<file path="src/rtl/alarm_pkg.sv">
// -----------------------------------------------------------------------------
// alarm_pkg
// Shared definitions for the alarm ring controller:
//   - state_e : FSM state encoding (IDLE / RING / SNOOZE)
//   - default values for the controller timing parameters
// -----------------------------------------------------------------------------
package alarm_pkg;

  typedef enum logic [1:0] {
    ST_IDLE   = 2'd0,
    ST_RING   = 2'd1,
    ST_SNOOZE = 2'd2
  } state_e;

  localparam int SNOOZE_SEC_DEF       = 300;
  localparam int RING_TIMEOUT_SEC_DEF = 60;
  localparam int MAX_SNOOZE_DEF       = 3;
  localparam int BEEP_HALF_CYCLES_DEF = 25_000_000;

endpackage : alarm_pkg

</file>
<file path="src/rtl/beep_gen.sv">
// -----------------------------------------------------------------------------
// beep_gen
// Square-wave phase generator for the buzzer.
//   clk, reset : clock, asynchronous active-low reset
//   enable     : count and toggle the phase every BEEP_HALF_CYCLES cycles
//   restart    : force phase = 1 and clear the counter (wins over enable)
//   phase      : registered beep phase; held low while neither input is set,
//                so it can drive the buzzer directly
// -----------------------------------------------------------------------------
module beep_gen
  import alarm_pkg::*;
#(
  parameter int BEEP_HALF_CYCLES = BEEP_HALF_CYCLES_DEF
) (
  input  logic clk,
  input  logic reset,
  input  logic enable,
  input  logic restart,
  output logic phase
);

  localparam int BW = (BEEP_HALF_CYCLES > 1) ? $clog2(BEEP_HALF_CYCLES) : 1;
  localparam logic [BW-1:0] CNT_LAST = BW'(BEEP_HALF_CYCLES - 1);

  logic [BW-1:0] cnt_q, cnt_d;
  logic          phase_q, phase_d;

  always_comb begin
    cnt_d   = cnt_q;
    phase_d = phase_q;
    if (restart) begin
      cnt_d   = '0;
      phase_d = 1'b1;
    end else if (enable) begin
      // The counter spans one half-period; at its last value it returns to
      // zero and the phase flips.
      if (cnt_q == CNT_LAST) begin
        cnt_d   = '0;
        phase_d = ~phase_q;
      end else begin
        cnt_d = cnt_q + 1'b1;
      end
    end else begin
      cnt_d   = '0;
      phase_d = 1'b0;
    end
  end

  always_ff @(posedge clk or negedge reset) begin
    if (!reset) begin
      cnt_q   <= '0;
      phase_q <= 1'b0;
    end else begin
      cnt_q   <= cnt_d;
      phase_q <= phase_d;
    end
  end

  assign phase = phase_q;

endmodule : beep_gen

</file>
<file path="src/rtl/alarm_ring_controller.sv">
// -----------------------------------------------------------------------------
// alarm_ring_controller
// Sequences an alarm event: RING (beeping) -> optional SNOOZE -> re-RING,
// until stopped, disabled or (optionally) timed out.
//
// Optional feature macro: ALARM_RING_TIMEOUT_EN
//   defined   : ring timer present, RING auto-exits after RING_TIMEOUT_SEC
//               ticks; `missed` port and RING_TIMEOUT_SEC parameter exist
//   undefined : RING lasts until stop, snooze or disable
//
// Ports:
//   clk, reset        : clock, asynchronous active-low reset
//   tick_1s           : one-cycle pulse per second
//   alarm_enabled     : level, low forces IDLE
//   alarm_triggered   : one-cycle pulse, starts RING from IDLE
//   btn_stop          : one-cycle pulse, ends the event
//   btn_snooze        : one-cycle pulse, RING -> SNOOZE (limited count)
//   buzzer            : beep drive (registered)
//   ringing, snoozing : state is RING / SNOOZE (registered)
//   stop_alarm        : one-cycle pulse on every exit to IDLE (not on reset)
//   state_dbg         : current FSM state for observation
//   snooze_count      : snoozes used in this event
//   missed            : sticky, alarm timed out unattended (macro only)
//
// Handshake: all inputs are sampled on the rising clk edge; every output
// reflects the decision of that edge one cycle later. There is no
// backpressure -- pulses arriving when they have no meaning are dropped.
// -----------------------------------------------------------------------------
module alarm_ring_controller
  import alarm_pkg::*;
#(
  parameter int SNOOZE_SEC       = SNOOZE_SEC_DEF,
`ifdef ALARM_RING_TIMEOUT_EN
  parameter int RING_TIMEOUT_SEC = RING_TIMEOUT_SEC_DEF,
`endif
  parameter int MAX_SNOOZE       = MAX_SNOOZE_DEF,
  parameter int BEEP_HALF_CYCLES = BEEP_HALF_CYCLES_DEF,
  localparam int SCW             = $clog2(MAX_SNOOZE + 1)
) (
  input  logic           clk,
  input  logic           reset,
  input  logic           tick_1s,
  input  logic           alarm_enabled,
  input  logic           alarm_triggered,
  input  logic           btn_stop,
  input  logic           btn_snooze,
  output logic           buzzer,
  output logic           ringing,
  output logic           snoozing,
  output logic           stop_alarm,
  output logic [1:0]     state_dbg,
  output logic [SCW-1:0] snooze_count
`ifdef ALARM_RING_TIMEOUT_EN
  ,
  output logic           missed
`endif
);

  localparam int STW = $clog2(SNOOZE_SEC + 1);
  localparam logic [SCW-1:0] SNOOZE_MAX  = SCW'(MAX_SNOOZE);
  localparam logic [STW-1:0] SNOOZE_LOAD = STW'(SNOOZE_SEC);
  localparam logic [STW-1:0] SNOOZE_ONE  = STW'(1);

  state_e         state_q, state_d;
  logic [SCW-1:0] snooze_cnt_q, snooze_cnt_d;
  logic [STW-1:0] snooze_tmr_q, snooze_tmr_d;
  logic           ringing_q, ringing_d;
  logic           snoozing_q, snoozing_d;
  logic           stop_q, stop_d;
  logic           beep_enable, beep_restart, beep_phase;

`ifdef ALARM_RING_TIMEOUT_EN
  localparam int RTW = $clog2(RING_TIMEOUT_SEC + 1);
  localparam logic [RTW-1:0] RING_LAST = RTW'(RING_TIMEOUT_SEC - 1);

  logic [RTW-1:0] ring_tmr_q, ring_tmr_d;
  logic           missed_q, missed_d;
`endif

  always_comb begin
    state_d      = state_q;
    snooze_cnt_d = snooze_cnt_q;
    snooze_tmr_d = snooze_tmr_q;
    stop_d       = 1'b0;
`ifdef ALARM_RING_TIMEOUT_EN
    ring_tmr_d   = ring_tmr_q;
    missed_d     = missed_q;
    // Acknowledging the missed flag with stop while idle.
    if (state_q == ST_IDLE && btn_stop) begin
      missed_d = 1'b0;
    end
`endif

    if (!alarm_enabled) begin
      state_d = ST_IDLE;
      stop_d  = (state_q != ST_IDLE);
    end else begin
      case (state_q)
        ST_IDLE: begin
          if (alarm_triggered) begin
            state_d      = ST_RING;
            snooze_cnt_d = '0;
`ifdef ALARM_RING_TIMEOUT_EN
            ring_tmr_d   = '0;
            missed_d     = 1'b0;
`endif
          end
        end
        ST_RING: begin
          if (btn_stop) begin
            state_d = ST_IDLE;
            stop_d  = 1'b1;
          end else if (btn_snooze && (snooze_cnt_q < SNOOZE_MAX)) begin
            state_d      = ST_SNOOZE;
            snooze_cnt_d = snooze_cnt_q + 1'b1;
            snooze_tmr_d = SNOOZE_LOAD;
          end
`ifdef ALARM_RING_TIMEOUT_EN
          // An exhausted snooze press falls through here, so the ring timer
          // keeps running.
          else if (tick_1s) begin
            if (ring_tmr_q == RING_LAST) begin
              state_d  = ST_IDLE;
              stop_d   = 1'b1;
              missed_d = 1'b1;
            end else begin
              ring_tmr_d = ring_tmr_q + 1'b1;
            end
          end
`endif
        end
        ST_SNOOZE: begin
          if (btn_stop) begin
            state_d = ST_IDLE;
            stop_d  = 1'b1;
          end else if (tick_1s) begin
            // The tick that takes the timer to zero re-rings immediately.
            if (snooze_tmr_q <= SNOOZE_ONE) begin
              snooze_tmr_d = '0;
              state_d      = ST_RING;
`ifdef ALARM_RING_TIMEOUT_EN
              ring_tmr_d   = '0;
`endif
            end else begin
              snooze_tmr_d = snooze_tmr_q - 1'b1;
            end
          end
        end
        default: begin
          state_d = ST_IDLE;
        end
      endcase
    end

    ringing_d    = (state_d == ST_RING);
    snoozing_d   = (state_d == ST_SNOOZE);
    // Restart on every entry into RING, count while staying in RING; any
    // other case forces the phase (and thus the buzzer) low.
    beep_restart = (state_d == ST_RING) && (state_q != ST_RING);
    beep_enable  = (state_d == ST_RING) && (state_q == ST_RING);
  end

  always_ff @(posedge clk or negedge reset) begin
    if (!reset) begin
      state_q      <= ST_IDLE;
      snooze_cnt_q <= '0;
      snooze_tmr_q <= '0;
      ringing_q    <= 1'b0;
      snoozing_q   <= 1'b0;
      stop_q       <= 1'b0;
`ifdef ALARM_RING_TIMEOUT_EN
      ring_tmr_q   <= '0;
      missed_q     <= 1'b0;
`endif
    end else begin
      state_q      <= state_d;
      snooze_cnt_q <= snooze_cnt_d;
      snooze_tmr_q <= snooze_tmr_d;
      ringing_q    <= ringing_d;
      snoozing_q   <= snoozing_d;
      stop_q       <= stop_d;
`ifdef ALARM_RING_TIMEOUT_EN
      ring_tmr_q   <= ring_tmr_d;
      missed_q     <= missed_d;
`endif
    end
  end

  beep_gen #(
    .BEEP_HALF_CYCLES(BEEP_HALF_CYCLES)
  ) u_beep_gen (
    .clk    (clk),
    .reset  (reset),
    .enable (beep_enable),
    .restart(beep_restart),
    .phase  (beep_phase)
  );

  assign buzzer       = beep_phase;
  assign ringing      = ringing_q;
  assign snoozing     = snoozing_q;
  assign stop_alarm   = stop_q;
  assign state_dbg    = state_q;
  assign snooze_count = snooze_cnt_q;
`ifdef ALARM_RING_TIMEOUT_EN
  assign missed       = missed_q;
`endif

endmodule : alarm_ring_controller

</file>
<file path="config.mk">
export PLATFORM = sky130hd
export DESIGN_NAME = alarm_ring_controller
export DESIGN_NICKNAME = d
export VERILOG_FILES = /design/src/rtl/alarm_pkg.sv /design/src/rtl/beep_gen.sv /design/src/rtl/alarm_ring_controller.sv
export SDC_FILE = /design/constraint.sdc
export NUM_CORES = 1
export LEC_CHECK = 0
export BUFFER_PORTS_ARGS = -buffer_cell sky130_fd_sc_hd__buf_2
export CORE_MARGIN = 4
export CORE_UTILIZATION = 54
export DETAILED_ROUTE_END_ITERATION = 6
export PLACE_DENSITY_LB_ADDON = 0.05
export SYNTH_ARGS = -nofsm -noshare
export SYNTH_HDL_FRONTEND = slang
export SYNTH_SLANG_ARGS = --single-unit
</file>
<file path="constraint.sdc">
create_clock -name clk -period 2.25 [get_ports clk]
set_input_delay 0.3375 -clock clk [delete_from_list [all_inputs] [get_ports clk]]
set_output_delay 0.3375 -clock clk [all_outputs]
set_load 0.05 [all_outputs]
</file>
==> impl_metrics.yaml <==
layout:
  synthToLayoutAreaGrowth_pct: 14.7
  fillCellCount: 368
  multi_input_area_mm2: 0.00134
  antenna_cells: 0
  final-seq-area_mm2: 0.00105
  final_nets: 293
  drive_gt1_frac: 0.237
  utilization: 0.641
route:
  wl_met1_um: 2210
  drtAntennaViolNets: 0
  drt-initial-drc-count: 113
  first_pass_iters: 5
  drc: 0
  vias: 1888
  totalWireLength_um: 4740
  routed.top_layer: "met4"
  wire_per_inst_um: 14.4
  route.met3.wl_um: 172
  dr_wl_met2_um: 2290
  routed_via_density: 5.72
floorplanning:
  die-area_mm2: 0.00568
  die_w_um: 75.4
  core_area_mm2: 0.00438
  rows: 24
  start_util: 0.559
  die_h_um: 75.4
  io-pin-count: 15
hold_path:
  hold_path.class: "in -> async"
logic_synthesis:
  ys_types: 42
  synth_edf_count: 0
  syn_avg_cell_area_um2: 9.80
  synth_top_cell_by_area: "dfrtp_1"
  ys_ff_latch: 42
  syn_nets: 265
  synth_top_area_frac: 0.429
  synthTopCellsByArea: "dfrtp_1 (43%), nor3_2 (7.8%), xnor2_1 (5.4%)"
  synthFlopType: "dfrtp_1"
  synth.most_common_cell: "dfrtp_1"
  netlist_top_cells_count: "dfrtp_1 (42), nor3_2 (19), o21ai_0 (19)"
  syn_area_mm2: 0.00245
  async_flop_share: 1.00
  ys_warn_count: 0
  seq_area_frac_synth: 0.429
  syn_inst: 250
clock_network:
  clkSlewWorstSetupHoldPaths_ns: 0.08
  cts_tree: "done"
  ctsHoldBuffers: 0
  clock_path_buffers: 2
  numCtsBuffers: 5
  cts-htree-levels: 2
  clkLatencyLatePin_ns: 0.29
  cts_root_buffer: "clkbuf_8"
  cts_sinks: 42
sta:
  setup_viol: 0
  fmaxAchievable_mhz: 456
  period_needed_ns: 2.19
  tightest_slew_ns: 0.701
  rsz0062_at_grt: "true"
  hold_violations: 0
  final_max_slew_viol_count: 0
  skew_ns: 0.00413
  period_share: 0.975
  hold_ws_ns: 0.0868
  relSlewSlack: 0.533
critical_path:
  critical_path_class: "reg -> reg"
  cp_max_fo: 20
  crit_arrival_ns: 2.41
  critPathLaunchType: "flip-flop"
  endpoint_kind: "flip-flop"
  worst_ep_required_time_ns: 2.47
place:
  gp_congestion: 0.809
  place_hpwl_um: 3330
  numPortBuffers: 14
grt:
  grt_pass1_vias: 1745
  antenna_found_initial: 0
  grt_overflow_total: 0
  grt_start_max_net_pins: 32
  grt_pass1_wl_um: 8180
  grt_util_all_layers: 0.188
power_and_ir_drop:
  leakage_nw: 1.11
  power_density_mw_per_mm2: 674
  ir_worst_vdd_v: 0.000522
job:
  maxCapViolCount: 0
run_status:
  status: "finished, final reports clean"
==> final timing paths <==
path | from | to | slack [ns] | cells past startpoint
worst max-delay path | snooze_tmr_q[3] | u_beep_gen.cnt_q[20] | 0.06 | 6
worst min-delay path | reset | u_beep_gen.cnt_q[16] | 0.09 | 1
worst max register to register | snooze_tmr_q[3] | u_beep_gen.cnt_q[20] | 0.06 | 6
worst min register to register | u_beep_gen.cnt_q[0] | u_beep_gen.cnt_q[0] | 0.48 | 1
max in group asynchronous | reset | snooze_tmr_q[1] | 1.53 | 2
min in group clk | alarm_enabled | stop_alarm | 0.34 | 2
==> routing by layer <==
metal / global-route usage / up-vias
li1: - / 952
met1: 0.265 / 899
met2: 0.288 / 30
met3: 0.0396 / 7
met4: 0.0660 / 0
met5: 0 / -
==> state kept, by name, summed over array words and instances, names as in the netlist <==
name and cells:
ringing 1, snooze_count 2, snooze_tmr_q 9, snoozing 1, state_dbg 2, stop_alarm 1, u_beep_gen.cnt_q 25, u_beep_gen.phase 1
==> cell type report <==
| class | instances | area share |
|---|---|---|
| sequential | 42 | 0.374 |
| inverter | 10 | 0.0134 |
| clock inverter | 1 | 0.0107 |
| tap | 52 | 0.0232 |
| clock buffer | 6 | 0.0294 |
| multi-input combinational | 190 | 0.475 |
| timing repair buffer | 29 | 0.0739 |
==> cell families (layout without fill, tap and decap cells) <==
group | after synthesis | after routing | synth area share
compound gates | 42 | 42 | 0.111
xor+xnor | 24 | 24 | 0.0858
fa+ha+maj | 8 | 8 | 0.0409
buf+inv | 18 | 46 | 0.0342
flops | 42 | 42 | 0.429
mux | 1 | 1 | 0.00409
simple gates | 115 | 115 | 0.295
==> cell usage in the layout, fill, tap and decap left out, drive strengths merged, types with 2 or more instances in the layout <==
master	instances
ha	8
o21ai	20
xnor2	15
buf	29
nor3	31
a22o	6
clkbuf	6
dfrtp	42
o211ai	3
or2	2
nor2	16
nor4bb	2
and3	2
and4	3
inv	10
a21oi	4
and2	2
nand3b	2
nand4	8
o31ai	4
nand2b	8
nand2	14
xor2	9
nor4	3
nand3	13
or3	3
==> report_power, final <==
group / internal, W / switching (W) / total (W) / leakage (nW)
clock: 0.000355 / 0.000251 / 0.000606 / 0.0573
combinational: 0.000178 / 0.000266 / 0.000444 / 0.486
sequential: 0.000808 / 0.0000368 / 0.000845 / 0.567
total: 0.00134 / 0.000554 / 0.00190 / 1.11
==> stage by stage <==
stage	setup slack, ns	total power, W	setup TNS, ns	cells	area (um2)
after floorplan	0.0653	0.00114	0	250	2450
after global placement	0.0659	0.00130	0	322	2670
after detailed placement	0.0112	0.00130	0	322	2670
after CTS	0.0290	0.00192	0	330	2790
after global routing	-0.0405	0.00200	-0.360	330	2810
final	0.0562	0.00190	0	330	2810
==> critical path: stages, from the launching register on <==
cell and delay, ns:
dfrtp_1 0.38, or4_4 0.54, or4b_4 0.54, o211ai_4 0.21, o21ai_2 0.10, buf_12 0.18, nor3_2 0.17
==> what timing repair did <==
action | in CTS | in global routing
setup endpoints to repair | 1 | 27
gates cloned | 0 | 0
buffers inserted | 1 | 0
pin swaps | 0 | 1
resized for setup | 0 | 4
No activity file was read; power rests on OpenSTA's default activity.
